**config.mk**
```make
export PLATFORM = sky130hd
export DESIGN_NAME = rca4s
export DESIGN_NICKNAME = d
export VERILOG_FILES = /design/src/rtl/rca4s.sv
export SDC_FILE = /design/constraint.sdc
export NUM_CORES = 1
export LEC_CHECK = 0
export ABC_AREA = 1
export BUFFER_PORTS_ARGS = -buffer_cell sky130_fd_sc_hd__buf_2
export CORE_AREA = 4 4 41 43
export DETAILED_ROUTE_END_ITERATION = 6
export DIE_AREA = 0 0 45 47
export GPL_ROUTABILITY_DRIVEN = 1
export SLEW_MARGIN = 20
export SYNTH_ARGS = -nofsm -noshare
export SYNTH_HDL_FRONTEND = slang
export SYNTH_SLANG_ARGS = --single-unit
```
**constraint.sdc**
```tcl
create_clock -name Clk -period 2.3 [get_ports Clk]
set_clock_uncertainty 0.05 [all_clocks]
set_input_delay 0.115 -clock Clk [delete_from_list [all_inputs] [get_ports Clk]]
set_output_delay 0.115 -clock Clk [all_outputs]
set_load 0.05 [all_outputs]
```
**src/rtl/rca4s.sv**
```systemverilog
// Ripple-carry adder/subtractor with combinational result and a registered copy.
// Optional overflow outputs are enabled by defining RCA4S_OVERFLOW_EN.
module rca4s #(
    parameter int WIDTH = 4
) (
    input  logic             Clk,
    input  logic             Reset,
    input  logic [WIDTH-1:0] A,
    input  logic [WIDTH-1:0] B,
    input  logic             Subtract,
    output logic [WIDTH-1:0] Sum,
    output logic             Cout,
    output logic [WIDTH-1:0] SumQ,
    output logic             CoutQ
`ifdef RCA4S_OVERFLOW_EN
    ,
    output logic             Overflow,
    output logic             OverflowQ
`endif
);

    logic [WIDTH:0]   c;
    logic [WIDTH-1:0] bx;

    // Subtraction is A + ~B + 1: invert B per bit and inject the 1 as carry-in.
    assign c[0] = Subtract;

    for (genvar i = 0; i < WIDTH; i++) begin : g_fa
        assign bx[i]    = B[i] ^ Subtract;
        assign Sum[i]   = A[i] ^ bx[i] ^ c[i];
        assign c[i+1]   = (A[i] & bx[i]) | (A[i] & c[i]) | (bx[i] & c[i]);
    end

    assign Cout = c[WIDTH];

    logic [WIDTH-1:0] sum_d, sum_q;
    logic             cout_d, cout_q;

    assign sum_d  = Sum;
    assign cout_d = Cout;

    // NOTE: sequential state uses non-blocking assignments so every register
    // samples pre-edge values regardless of block ordering.
    always_ff @(posedge Clk or posedge Reset) begin
        if (Reset) begin
            sum_q  <= '0;
            cout_q <= 1'b0;
        end else begin
            sum_q  <= sum_d;
            cout_q <= cout_d;
        end
    end

    assign SumQ  = sum_q;
    assign CoutQ = cout_q;

`ifdef RCA4S_OVERFLOW_EN
    logic ovf_d, ovf_q;

    assign ovf_d    = c[WIDTH] ^ c[WIDTH-1];
    assign Overflow = ovf_d;

    always_ff @(posedge Clk or posedge Reset) begin
        if (Reset) ovf_q <= 1'b0;
        else       ovf_q <= ovf_d;
    end

    assign OverflowQ = ovf_q;
`endif

endmodule

```
==> flow_metrics.py, run 1 <==
metrics = {
    "cts": {
        "clk_transition_reported_paths_ns": 0.04,
        "post-cts-setup-buffer-count": 0,
        "tritoncts": "built",
        "clockBufferDepth": 2,
        "clock_tree.htree_level_count": 1,
        "cts_made_buffers": 3,
        "clk_root_buffer_cell": "clkbuf_4",
        "clock-sinks": 5,
    },
    "worst_setup_path": {
        "worst-endpoint-arrival_ns": 1.89,
        "critical_path.startpoint": "Subtract",
        "timing.critical_path.depth": 8,
        "timing.critical_path.from_type": "primary input",
        "critPathMaxStageDelay_ns": 0.49,
        "worst_path_most_repeated_cell": "fa_1",
        "timing.critical_path.fanout_max": 8,
        "worst_setup_path_endpoint": "Sum[3]",
        "setup.worst_path.class": "primary input to output port",
        "path_buf_inv": 4,
        "chain_of_cells_forming_the_critical_path": "buf_2 > xor2_1 > fa_1 > inv_1 > fa_1 > inv_1 > fa_1 > buf_2",
        "endpoint_kind": "output port",
        "cp.required_ns": 2.13,
        "timing.critical_path.slowest_stage_cell": "fa_1",
        "critPathTopFamily": "adder cells",
    },
    "routing": {
        "drt_first_pass_iters": 1,
        "post-route-drc-count": 0,
        "postRouteAntennaNets": 0,
        "postRouteWirelength_um": 660,
        "vias_per_cell": 3.80,
        "dr_total_vias": 289,
        "drt_iter0_drc": 0,
        "avgRoutedWirePerCell_um": 8.68,
    },
    "placement": {
        "place_area_um2": 425,
        "finalWeightedCongestion": 0.587,
        "number_of_input_and_output_port_buffers_inserted": 20,
        "dpl.hpwl_um": 590,
        "placed_cells_incl_taps": 71,
    },
    "floorplanning": {
        "design.die.area_um2": 2120,
        "die_extent_in_y_um": 47,
        "i_o_pin_count": 21,
        "placeableCoreArea_um2": 1300,
        "core.rowCount": 13,
        "die_x_um": 45,
        "floorplan.initialDensity": 0.244,
    },
    "run_status": {
        "result_of_the_run": "finished, final reports clean",
    },
    "logic_synthesis": {
        "synthTopCellsByArea": "dfrtp_1, fa_1, nand2_1, inv_1, xor2_1",
        "ys.warnings.count": 0,
        "synth_top_cell_area_share": 0.394,
        "syn-num-nets": 51,
        "post_synth_num_cell_types": 9,
        "synthCells": 37,
        "seq_area_frac_synth": 0.394,
        "synth_area_leader_cell": "dfrtp_1",
        "post_synth.cell_area_avg_um2": 8.59,
        "ys_seq_elements": 5,
        "mappedNetlistArea_um2": 318,
    },
    "sta": {
        "finalSetupViolations": 0,
        "rsz0062_at_grt": "no",
        "max_clock_freq_mhz": 486,
        "report.final.slew_viol_count": 0,
        "worst_pin_slew_ns": 0.251,
        "finalWorstPathRequiredPeriod_ns": 2.06,
        "setup_total_negative_slack_ns": 0,
        "timing.max_slew.rel_slack": 0.834,
        "fin_crit_sh": 0.894,
        "count_of_final_hold_check_violations": 0,
    },
    "min_path": {
        "hp-class": "primary input to flip-flop",
        "hold_path_startpoint": "A[3]",
    },
    "global_route": {
        "grt_start_max_net_pins": 9,
        "antenna_found_initial": 0,
        "grt_first_pass_wirelength_um": 1000,
        "grt_pass1_vias": 263,
        "global_route.usage.total": 0.0725,
        "grt-ovfl-total": 0,
    },
    "final_layout": {
        "postLayoutCoreUtil": 0.355,
        "post-route-cell-area_um2": 462,
        "final_cells": 76,
        "most_used_cells_in_the_layout_excluding_fill_and_tap_cells": "buf_2, nand2_1, inv_1",
        "area_delta_synth_final_pct": 45.3,
        "mostFrequentLayoutCell": "buf_2",
        "finalNetCount": 76,
        "regArea_um2": 125,
        "multi_input_area_um2": 148,
        "n_fill_cell": 158,
        "final_layout_size_suffix_gt1_frac": 0.393,
        "diodes": 0,
    },
    "power": {
        "totalPowerFinal_w": 0.000433,
        "leakage_nw": 0.277,
        "vdd.ir_drop.worst_v": 0.000207,
        "power-per-cell-area_nw_per_um2": 938,
    },
    "run": {
        "max-cap-violations": 0,
    },
}
## worst min-delay path by stage
| stage | endpoint | slack [ns] | cells after the start |
|---|---|---|---|
| floorplan | CoutQ | -0.16 | 1 |
| global placement | SumQ[0] | -0.04 | 2 |
| detailed placement | SumQ[2] | -0.03 | 2 |
| CTS | SumQ[3] | 0.13 | 2 |
| global route | SumQ[3] | 0.14 | 2 |
| finish | SumQ[3] | 0.14 | 2 |
## final cells by class
type / count / area share
tap: 15 / 0.0407
clock buffer: 4 / 0.0569
timing repair buffer: 21 / 0.238
sequential: 5 / 0.271
multi-input combinational: 22 / 0.320
inverter: 9 / 0.0732
## routing by layer
layer  global-route usage  vias to the layer above  routed length, um
li1                     -                      151                  -
met1               0.0769                      119                263
met2                0.105                       17                289
met3               0.0115                        2                 88
met4                0.105                        0                 19
met5                    0                        -                  0
## repair_timing
| item | in CTS | in global routing |
|---|---|---|
| hold buffers | 1 | 0 |
| gates resized for setup | 0 | 0 |
| endpoints found under the hold margin | 5 | 0 |
## state kept, by name, summed over array words and instances, names as in the netlist
signal / flops
CoutQ: 1
SumQ: 4
## logic make-up (layout without fill, tap and decap cells)
family | after synthesis | after routing | share of synthesized area
AND/OR/NAND/NOR | 15 | 15 | 0.177
buffers and inverters | 10 | 34 | 0.142
flip-flops | 5 | 5 | 0.394
AO/OA/AOI/OAI | 1 | 1 | 0.0157
adder cells (fa/ha/maj) | 3 | 3 | 0.189
XOR/XNOR | 3 | 3 | 0.0827
## Yosys cell counts
master	instances
dfrtp_1	5
nand2_1	15
fa_1	3
inv_1	8
xnor2_1	1
inv_2	1
buf_6	1
o21ai_0	1
xor2_1	2
## where the power goes
part	total (W)	internal (W)	switching [W]
sequential	0.000110	0.000106	0.00000352
combinational	0.000226	0.0000485	0.000177
clock	0.0000977	0.0000654	0.0000323
total	0.000433	0.000220	0.000213
## stage by stage
stage	hold slack, ns	worst slack [ns]
6_report	0.137	0.244
5_1_grt	0.141	0.150
4_1_cts	0.133	0.229
3_5_place_dp	-0.0341	0.231
3_3_place_gp	-0.0379	0.260
2_1_floorplan	-0.156	0.245
Power figures use the tool's default switching activity.
==> inputs of run 2 (changes only) <==
- ABC_AREA: 1 -> default
- GPL_ROUTABILITY_DRIVEN: 1 -> 0
==> flow_metrics.py, run 2 <==
metrics = {
    "cts": {
        "post-cts-setup-buffer-count": 0,
        "clock_tree.htree_level_count": 1,
        "clockBufferDepth": 2,
        "clk_root_buffer_cell": "clkbuf_4",
        "cts_repair_resize_count": 0,
        "tritoncts": "built",
        "clock-sinks": 5,
        "cts.hold.buffers_added": 1,
        "clk_transition_reported_paths_ns": 0.04,
        "cts_made_buffers": 3,
    },
    "worst_setup_path": {
        "chain_of_cells_forming_the_critical_path": "buf_2 > mux2_2 > fa_1 > inv_1 > fa_1 > inv_1 > fa_1 > buf_2",
        "timing.critical_path.from_type": "primary input",
        "worst_path_most_repeated_cell": "fa_1",
        "critPathMaxStageDelay_ns": 0.50,
        "worst-endpoint-arrival_ns": 1.98,
        "setup.worst_path.class": "primary input to output port",
        "timing.critical_path.slowest_stage_cell": "fa_1",
        "critical_path.startpoint": "B[0]",
        "timing.critical_path.fanout_max": 2,
        "endpoint_kind": "output port",
        "cp.required_ns": 2.13,
    },
    "floorplanning": {
        "die_extent_in_y_um": 47,
        "design.die.area_um2": 2120,
        "die_x_um": 45,
        "floorplan.initialDensity": 0.192,
        "placeableCoreArea_um2": 1300,
        "i_o_pin_count": 21,
        "core.rowCount": 13,
    },
    "power": {
        "power_frac_comb": 0.513,
        "power.switching_w": 0.000207,
        "vdd.ir_drop.worst_v": 0.000310,
        "proportion_of_power_drawn_by_the_clock_network": 0.231,
        "power-per-cell-area_nw_per_um2": 1050,
        "power.share.sequential": 0.256,
        "swShare": 0.487,
        "power.internal_w": 0.000218,
        "leakage_nw": 0.223,
    },
    "logic_synthesis": {
        "syn-num-nets": 32,
        "synth_top_cell_area_share": 0.500,
        "synthCells": 18,
        "most_numerous_cell_types_in_the_synthesized_netlist": "dfrtp_1, inv_1, fa_1, xor2_1",
        "post_synth.cell_area_avg_um2": 13.9,
        "post_synth_edffs": 0,
        "synth_top_flop_cell": "dfrtp_1",
        "fraction_of_synthesis_flops_using_an_asynchronous_set_or_reset_pin": 1.00,
        "post_synth_num_cell_types": 6,
        "ys_seq_elements": 5,
        "synth_area_leader_cell": "dfrtp_1",
        "seq_area_frac_synth": 0.500,
        "mappedNetlistArea_um2": 250,
        "ys.warnings.count": 0,
        "synthTopCellsByArea": "dfrtp_1, fa_1, xor2_1, inv_1, mux2_2",
    },
    "final_layout": {
        "most_used_cells_in_the_layout_excluding_fill_and_tap_cells": "buf_2, dfrtp_1, inv_1",
        "finalNetCount": 58,
        "final_layout_size_suffix_gt1_frac": 0.558,
        "largest_register_ffs": 4,
        "mostFrequentLayoutCell": "buf_2",
        "area_delta_synth_final_pct": 62.0,
        "diodes": 0,
    },
    "global_route": {
        "grt_first_pass_wirelength_um": 959,
        "grt_pass1_vias": 243,
        "grt-ovfl-total": 0,
        "grt_start_max_net_pins": 6,
        "global_route.usage.total": 0.0727,
        "antenna_found_initial": 0,
    },
    "sta": {
        "max_clock_freq_mhz": 467,
        "setup_total_negative_slack_ns": 0,
        "finalWorstPathRequiredPeriod_ns": 2.14,
        "count_of_final_hold_check_violations": 0,
        "rsz0062_at_grt": "no",
        "timing.max_slew.rel_slack": 0.831,
        "setup_ws_ns": 0.157,
        "worst_pin_slew_ns": 0.255,
        "fin_crit_sh": 0.932,
        "finalSetupViolations": 0,
        "final.hold.worst_slack_ns": 0.0514,
        "report.final.slew_viol_count": 0,
    },
    "min_path": {
        "hp-class": "primary input to flip-flop",
        "worst_hold_path.num_cells": 2,
        "min_delay_worst_endpoint": "SumQ[0]",
        "hold_path_startpoint": "A[0]",
    },
    "placement": {
        "place_ws_ns": 0.156,
        "number_of_input_and_output_port_buffers_inserted": 20,
    },
    "run_status": {
        "result_of_the_run": "finished, final reports clean",
    },
    "routing": {
        "avgRoutedWirePerCell_um": 9.83,
        "postRouteAntennaNets": 0,
        "drt_iter0_drc": 1,
        "postRouteWirelength_um": 570,
        "post-route-drc-count": 0,
        "dr_total_vias": 202,
        "vias_per_cell": 3.48,
        "drt_first_pass_iters": 2,
    },
    "run": {
        "max-cap-violations": 0,
    },
}
run 2: power groups by stage:
| stage | Clock [W] | Sequential, W | Combinational [W] |
|---|---|---|---|
| 3_5_place_dp | 0 | 0.000110 | 0.000220 |
| 3_3_place_gp | 0 | 0.000110 | 0.000216 |
| 5_1_grt | 0.000107 | 0.000111 | 0.000233 |
| 6_report | 0.0000981 | 0.000109 | 0.000218 |
| 2_1_floorplan | 0 | 0.000178 | 0.000103 |
| 4_1_cts | 0.000104 | 0.000109 | 0.000221 |
run 2: cell families (layout without fill, tap and decap cells):
logic type | after synthesis | after routing | synth area share
buffers and inverters | 5 | 30 | 0.0750
xor gates and xnor gates | 4 | 4 | 0.140
adders and majority gates | 3 | 3 | 0.240
DFF | 5 | 5 | 0.500
muxes | 1 | 1 | 0.0450
run 2: how the worst max path moves through the flow:
stage | slack [ns] | endpoint
CTS | 0.14 | Sum[3]
global placement | 0.18 | Sum[3]
floorplan | 0.24 | SumQ[3]
global route | 0.05 | Sum[3]
finish | 0.16 | Sum[3]
detailed placement | 0.16 | Sum[3]
run 2: area by class of cell:
class	instances	area [um^2]
fill	149	896
sequential	5	125
timing repair buffer	21	110
multi-input combinational	8	106
clock buffer	4	26.3
inverter	5	18.8
tap	15	18.8
run 2: stage by stage:
| stage | cell area, um^2 | total power [W] | std cells | util |
|---|---|---|---|---|
| finish | 405 | 0.000425 | 58 | 0.312 |
| global route | 405 | 0.000451 | 58 | 0.312 |
| CTS | 405 | 0.000434 | 58 | 0.312 |
| detailed placement | 369 | 0.000330 | 53 | 0.284 |
| global placement | 369 | 0.000326 | 53 | 0.284 |
| floorplan | 250 | 0.000281 | 18 | - |
run 2: per-layer routing:
| metal | GRT usage | part of all wire | vias to the layer above |
|---|---|---|---|
| li1 | - | - | 99 |
| met1 | 0.0847 | 0.42 | 82 |
| met2 | 0.0791 | 0.36 | 21 |
| met3 | 0.0460 | 0.22 | 0 |
| met4 | 0.0877 | 0 | 0 |
| met5 | 0 | 0 | - |
run 2: worst max-delay path, delay by kind of cell:
| family | cells | cell delay (ns) |
|---|---|---|
| adders and majority gates | 3 | 1.02 |
| buffers and inverters | 4 | 0.50 |
| muxes | 1 | 0.34 |
==> inputs of run 3 (changes only) <==
- clock period: 2.3 -> 2.22 ns (I/O delays scaled with it)
==> flow_metrics.py, run 3 (synthesis gave the netlist of run 2 again) <==
metrics = {
    "floorplanning": {
        "floorplan.initialDensity": 0.192,
        "placeableCoreArea_um2": 1300,
        "die_extent_in_y_um": 47,
        "design.die.area_um2": 2120,
        "die_x_um": 45,
        "core.rowCount": 13,
        "i_o_pin_count": 21,
    },
    "cts": {
        "cts_made_buffers": 3,
        "clock_tree.htree_level_count": 1,
        "clk_transition_reported_paths_ns": 0.04,
        "clk_root_buffer_cell": "clkbuf_4",
        "clock-sinks": 5,
        "clockBufferDepth": 2,
        "post-cts-setup-buffer-count": 0,
        "tritoncts": "built",
    },
    "power": {
        "swShare": 0.484,
        "leakage_nw": 0.224,
        "power-per-cell-area_nw_per_um2": 1090,
        "vdd.ir_drop.worst_v": 0.000218,
        "power.switching_w": 0.000215,
        "power_frac_comb": 0.514,
        "proportion_of_power_drawn_by_the_clock_network": 0.229,
        "totalPowerFinal_w": 0.000443,
        "power.share.sequential": 0.257,
        "power.internal_w": 0.000229,
    },
    "routing": {
        "drt_iter0_drc": 0,
        "post-route-drc-count": 0,
        "met3WireLength_um": 139,
        "drt_first_pass_iters": 1,
        "postRouteAntennaNets": 0,
        "dr_wl_met2_um": 210,
        "maxUsedRoutingLayer": "met3",
        "dr_total_vias": 215,
        "vias_per_cell": 3.71,
        "postRouteWirelength_um": 586,
        "detail_route.wirelength.met1_um": 237,
        "avgRoutedWirePerCell_um": 10.1,
    },
    "run_status": {
        "result_of_the_run": "finished, final reports clean",
    },
    "worst_setup_path": {
        "setup.worst_path.class": "primary input to output port",
        "endpoint_kind": "output port",
        "timing.critical_path.fanout_max": 2,
        "critical_path.startpoint": "B[0]",
        "worst-endpoint-arrival_ns": 1.96,
        "worst_setup_path_endpoint": "Sum[3]",
        "cp.required_ns": 2.06,
        "timing.critical_path.from_type": "primary input",
    },
    "global_route": {
        "global_route.usage.total": 0.0661,
        "grt-ovfl-total": 0,
        "grt_first_pass_wirelength_um": 855,
        "grt_start_max_net_pins": 6,
        "grt_pass1_vias": 214,
        "antenna_found_initial": 0,
    },
    "sta": {
        "max_clock_freq_mhz": 473,
        "setup_total_negative_slack_ns": 0,
        "count_of_final_hold_check_violations": 0,
        "timing.max_slew.rel_slack": 0.831,
        "finalWorstPathRequiredPeriod_ns": 2.12,
        "report.final.slew_viol_count": 0,
        "finalSetupViolations": 0,
        "fin_crit_sh": 0.953,
        "worst_pin_slew_ns": 0.255,
        "rsz0062_at_grt": "no",
    },
    "placement": {
        "number_of_input_and_output_port_buffers_inserted": 20,
        "dpl.hpwl_um": 531,
    },
    "final_layout": {
        "area_delta_synth_final_pct": 63.0,
        "final_layout_size_suffix_gt1_frac": 0.558,
        "diodes": 0,
        "n_fill_cell": 145,
        "finalNetCount": 58,
        "largest_register_ffs": 4,
        "regArea_um2": 125,
        "multi_input_area_um2": 106,
        "postLayoutCoreUtil": 0.313,
        "mostFrequentLayoutCell": "buf_2",
        "most_used_cells_in_the_layout_excluding_fill_and_tap_cells": "buf_2, dfrtp_1, inv_1",
    },
    "run": {
        "max-cap-violations": 0,
    },
    "min_path": {
        "hp-class": "primary input to flip-flop",
    },
}
[run 3: critical path, stage by stage]
cell and delay, ns:
buf_2 0.10, mux2_2 0.34, fa_1 0.37, inv_1 0.08
fa_1 0.17, inv_1 0.05, fa_1 0.50, clkbuf_4 0.24
[run 3: through the flow]
step,area (um^2),setup slack (ns),hold slack (ns),instances
2_1_floorplan,250,0.163,-0.160,18
5_1_grt,408,0.0201,0.0544,58
3_5_place_dp,369,0.0598,-0.0383,53
3_3_place_gp,369,0.101,-0.0437,53
4_1_cts,405,0.0475,0.0375,58
6_report,408,0.104,0.0425,58
[run 3: how the worst min path moves through the flow]
stage / from / to / cells past startpoint
5_1_grt: A[0] / SumQ[0] / 2
4_1_cts: A[0] / SumQ[0] / 2
3_5_place_dp: Reset / SumQ[0] / 2
6_report: A[0] / SumQ[0] / 2
3_3_place_gp: Reset / SumQ[2] / 2
2_1_floorplan: Reset / CoutQ / 1
[run 3: repair_timing]
item / 4_1_cts / 5_1_grt
gates resized for setup: 0 / 1
endpoints found under the setup margin: 0 / 1
hold buffers: 1 / 0
endpoints found under the hold margin: 5 / 0
[run 3: routing by layer]
metal	up-vias	track usage
li1	100	-
met1	94	0.0746
met2	21	0.0678
met3	0	0.0460
met4	0	0.0877
met5	-	0
[run 3: power groups by stage]
stage	Combinational [W]	Clock [W]	Sequential, W
global route	0.000240	0.000112	0.000115
CTS	0.000229	0.000107	0.000114
global placement	0.000224	0	0.000114
finish	0.000228	0.000101	0.000114
detailed placement	0.000228	0	0.000115
floorplan	0.000107	0	0.000185
[run 3: cell type report]
cell class,instances,share of cell area
Inverter,5,0.0460
Clock buffer,4,0.0644
Tap cell,15,0.0460
Multi-Input combinational cell,8,0.261
Sequential cell,5,0.307
Timing Repair Buffer,21,0.276
